**src/rtl/mac_sequencer_pkg.sv**
```systemverilog
// Shared definitions for the MAC sequencer: MAC register opcodes and sequencer states.
package mac_sequencer_pkg;

    localparam logic [1:0] MAC_HOLD = 2'd0;
    localparam logic [1:0] MAC_LOAD = 2'd1;
    localparam logic [1:0] MAC_ACC  = 2'd2;

    typedef enum logic [1:0] {
        ST_IDLE,
        ST_CLEAR,
        ST_ACCUM,
        ST_DONE
    } state_t;

endpackage

```
**src/rtl/mac_sequencer.sv**
```systemverilog
// Sequences an external MAC register to compute an unsigned dot product of two 16-bit vectors.
// Flow per job: clear MAC, stream operand pairs over valid/ready, present the sum on a result handshake.
module mac_sequencer
    import mac_sequencer_pkg::*;
#(
    parameter int unsigned LEN_W = 8
) (
    input  logic             clk,
    input  logic             rst_n,
    input  logic             start,
    input  logic [LEN_W-1:0] length,
    output logic             busy,
    input  logic             in_valid,
    input  logic [15:0]      in_a,
    input  logic [15:0]      in_b,
    output logic             in_ready,
    output logic [1:0]       mac_opcode,
    output logic [15:0]      mac_a,
    output logic [15:0]      mac_b,
    input  logic [31:0]      mac_data,
    output logic [31:0]      result,
    output logic             result_valid,
    input  logic             result_ready
);

    state_t           state_q, state_d;
    logic [LEN_W-1:0] remaining_q, remaining_d;
    logic [31:0]      result_q, result_d;
    logic             result_valid_q, result_valid_d;

    always_ff @(posedge clk or negedge rst_n) begin
        if (!rst_n) begin
            state_q        <= ST_IDLE;
            remaining_q    <= '0;
            result_q       <= '0;
            result_valid_q <= 1'b0;
        end else begin
            state_q        <= state_d;
            remaining_q    <= remaining_d;
            result_q       <= result_d;
            result_valid_q <= result_valid_d;
        end
    end

    always_comb begin
        state_d        = state_q;
        remaining_d    = remaining_q;
        result_d       = result_q;
        result_valid_d = result_valid_q;
        mac_opcode     = MAC_HOLD;
        mac_a          = '0;
        mac_b          = '0;
        in_ready       = 1'b0;

        case (state_q)
            ST_IDLE: begin
                if (start) begin
                    remaining_d = length;
                    state_d     = ST_CLEAR;
                end
            end
            ST_CLEAR: begin
                mac_opcode = MAC_LOAD;
                state_d    = (remaining_q == '0) ? ST_DONE : ST_ACCUM;
            end
            ST_ACCUM: begin
                in_ready = 1'b1;
                if (in_valid) begin
                    mac_opcode  = MAC_ACC;
                    mac_a       = in_a;
                    mac_b       = in_b;
                    remaining_d = remaining_q - 1'b1;
                    if (remaining_q == LEN_W'(1)) begin
                        state_d = ST_DONE;
                    end
                end
            end
            ST_DONE: begin
                // First DONE cycle captures the sum (MAC settled on the previous edge);
                // afterwards hold until the consumer takes it.
                if (!result_valid_q) begin
                    result_d       = mac_data;
                    result_valid_d = 1'b1;
                end else if (result_ready) begin
                    result_valid_d = 1'b0;
                    state_d        = ST_IDLE;
                end
            end
            default: state_d = ST_IDLE;
        endcase
    end

    assign busy         = (state_q != ST_IDLE);
    assign result       = result_q;
    assign result_valid = result_valid_q;

endmodule

```
**config.mk**
```make
export PLATFORM = sky130hd
export DESIGN_NAME = mac_sequencer
export DESIGN_NICKNAME = d
export VERILOG_FILES = /design/src/rtl/mac_sequencer_pkg.sv /design/src/rtl/mac_sequencer.sv
export SDC_FILE = /design/constraint.sdc
export NUM_CORES = 1
export LEC_CHECK = 0
export CORE_ASPECT_RATIO = 1.5
export CORE_MARGIN = 1.5
export CORE_UTILIZATION = 36
export DETAILED_ROUTE_END_ITERATION = 10
export GPL_TIMING_DRIVEN = 0
export PLACE_DENSITY = 0.81
export SLEW_MARGIN = 20
export SYNTH_ARGS = -nofsm -noshare
export SYNTH_HDL_FRONTEND = slang
export SYNTH_SLANG_ARGS = --single-unit
```
**constraint.sdc**
```tcl
create_clock -name clk -period 2.3 [get_ports clk]
set_input_delay 0.23 -clock clk [delete_from_list [all_inputs] [get_ports clk]]
set_output_delay 0.23 -clock clk [all_outputs]
set_load 0.005 [all_outputs]
```
==> key figures <==
Die
  – Core Area: 5828 µm²
  – I/O pin cnt: 146
  – Die height: 98.68 µm
  – Initial Util: 0.3770
  – Die footprint: 6590 µm²
  – # rows: 34
  – Die X: 66.79 µm

Route
  – Antenna Nets Post-Route: 0
  – DRC: 0
  – Vias per std cell: 5.098
  – Met3 routed WL: 623 µm
  – Final WL: 6491 µm
  – WL met2: 3495 µm
  – Highest routed layer: met4
  – Vias: 2126
  – Detailed Route Iter0 Violations: 53
  – Wire per inst: 15.57 µm
  – DRT met1 WL: 2202 µm
  – Drt first pass iters: 4

Place
  – Cells after DPL: 410
  – Hpwl dp: 5441 µm
  – PortBufs: 145
  – Placer Congestion: 0.7677

Power and ir drop
  – Leak: 0.001699 µW
  – PwrDens: 1080 nW/µm²
  – Power Total: 4207 µW
  – VDD IR max: 0.4411 mV

Synthesis
  – Cell Area, Synth: 2197 µm²
  – Synth Instances: 192
  – Adder-Cell Fraction of Synth Area: 0.04556
  – XOR/XNOR Fraction of Synth Area: 0
  – Largest family of logic cells by synthesized area: multiplexers
  – Syn Nets: 277
  – Post-synthesis register bit count: 43
  – Netlist cell types: 33
  – Yosys top cell area share: 0.4897
  – Synth area leaders: dfrtp_1, mux2_2, and3_1
  – Warnings from Yosys: 0
  – Compound-cell area share of the yosys netlist: 0.09510
  – Avg Cell Area, Syn: 11.44 µm²
  – Post-synthesis sequential area ratio: 0.4897
  – Multiplexer share of the synthesized area: 0.1828
  – Post-synth top area cell: dfrtp_1
  – Simple-gate share of the synthesized area: 0.1458

Clock tree
  – CTS tree: yes
  – CTS clock-pin slew for the worst setup and hold paths: 80 ps
  – CTS max path bufs: 2
  – Num CTS Buffers: 5
  – Clock root buffer: clkbuf_8
  – H-tree depth: 2
  – Clk Latency, worst-skew pair: 280 ps
  – Post-CTS setup buffer count: 0
  – TritonCTS Sinks: 43

Cells and area
  – Layout cells sized above 1: 0.1565
  – Area grow syn2layout: 77.28%
  – Diode count: 0
  – Fin cells: 417
  – Nets: 430
  – Most frequent cells in the layout: clkdlybuf4s50_1, dfrtp_1, and3_1
  – Commonest non-fill, non-tap cell in the layout: clkdlybuf4s50_1
  – Fillers: 499

Global routing
  – Vias in the first global route: 2248
  – Total GRT Usage: 0.1975
  – Largest net degree at the start of global routing: 23
  – Initial antenna violation count: 0
  – Gr ovfl total: 0
  – First-pass GRT wire length: 9846 µm

Worst setup path
  – Worst reg2reg path startpoint: state_q[1]
  – Crit. End Element: output pin
  – Cell breakdown of the critical path: inv_2 > ha_4 > buf_2 > and3_1 > clkdlybuf4s50_1
  – Critical Path RT: 2070 ps
  – Crit-path max FO: 10
  – Worst stage delay on the critical path: 530 ps
  – CP Class: reg2out
  – Top cell family by delay on the critical path: buffers and inverters
  – Arrival time worst endpoint: 1960 ps
  – Buf/Inv on CP: 3
  – Depth of the most critical reg-to-reg path: 5
  – Flop2flop setup slack: 280 ps
  – Critical path launch point type: flip-flop
  – Slowest CP cell: clkdlybuf4s50_1
  – R2R Path End: result[21]

Timing
  – Setup TNS: 0 ps
  – RSZ-0062 raised after global routing: false
  – Final period util: 0.9528
  – Clk_skew: 7.052 ps
  – Fin. max-slew vios: 0
  – Min Tclk post-route: 2192 ps
  – Rel. slew slack: 0.4550
  – Final setup viols: 0
  – Final Hold Fails: 0
  – F_max: 0.4563 GHz
  – Actual slew at the worst max-slew pin: 810.0 ps

Outcome
  – Status: complete, no violations

Hold path
  – Hold Crit Class: in2async

Job
  – Maxcap violations: 0
how the worst max path moves through the flow:
stage                     from              to  slack (ps)  depth (start not counted)
CTS                 state_q[0]        mac_b[8]          60                          5
finish              state_q[0]        mac_b[9]         110                          5
floorplan           state_q[0]  remaining_q[1]         490                          8
detailed placement  state_q[0]       mac_b[15]        -140                          6
global route        state_q[0]        mac_b[9]          10                          5
global placement    state_q[0]       mac_a[15]        -160                          6
registers in the layout (all words and copies together) (netlist names):
signal and flops:
remaining_q 8, result 32, result_valid 1, state_q 2
kinds of logic after synthesis:
logic type / Yosys count
AND/OR/NAND/NOR: 55
flip-flops: 43
multiplexers: 36
AO/OA/AOI/OAI: 27
buffers and inverters: 23
adder cells (fa/ha/maj): 8
power by group:
group	internal, µW	total, µW	switching [µW]	leakage, µW
Clock	318	548	230	0.0000513
Sequential	1150	1410	265	0.000508
Combinational	1400	2250	843	0.00114
Total	2870	4210	1340	0.00170
synthesized netlist by cell type:
master,n
a2bb2oi_1,1
o22a_1,3
nor2_1,6
nand2_1,5
nor2b_1,3
or4_4,1
or3_1,1
nor4_1,2
and3_1,32
a31o_2,1
o41ai_4,1
buf_2,3
a41oi_1,2
mux2_1,2
o211ai_1,1
a21boi_0,1
o22a_2,1
mux2i_1,3
a21oi_1,6
o22ai_1,2
buf_1,2
or3b_2,1
o21ai_0,3
o31a_2,1
nor3_1,3
dfrtp_1,43
inv_1,9
a31oi_1,3
ha_1,8
clkbuf_1,9
and2_1,1
mux2_2,31
a32oi_1,1
per-layer routing:
layer  global-route usage  vias to the layer above
li1                     -                      993
met1               0.1793                      996
met2               0.3869                      127
met3              0.05822                       10
met4              0.07849                        0
met5                    0                        -
final cells by class:
class / instances / area, µm² / share of cell area
Timing Repair Buffer: 147 / 1486 / 0.3816
Sequential cell: 43 / 1076 / 0.2763
Multi-Input combinational cell: 126 / 1044 / 0.2679
Tap cell: 72 / 90.09 / 0.02313
Clock buffer: 6 / 72.57 / 0.01863
Buffer: 13 / 62.56 / 0.01606
Inverter: 9 / 33.78 / 0.008673
Clock inverter: 1 / 30.03 / 0.007710
stage by stage:
stage | utilization | instance area, µm² | setup slack (ps) | hold WS (ps)
finish | 0.6683 | 3895 | 108.5 | 463.4
global placement | 0.6415 | 3739 | -162.9 | 466.1
global route | 0.6683 | 3895 | 11.37 | 512.8
detailed placement | 0.6453 | 3761 | -144.2 | 260.4
floorplan | - | 2197 | 494.9 | -65.59
CTS | 0.6675 | 3890 | 61.01 | 479.3
timing repair:
action / in CTS / in global routing
gates resized for setup: 8 / 4
hold endpoints to repair: 21 / 0
pin swaps: 0 / 0
setup endpoints to repair: 33 / 4
hold buffers: 1 / 0
cloned: 0 / 0
Note: power is estimated with default switching activity, not from simulation.
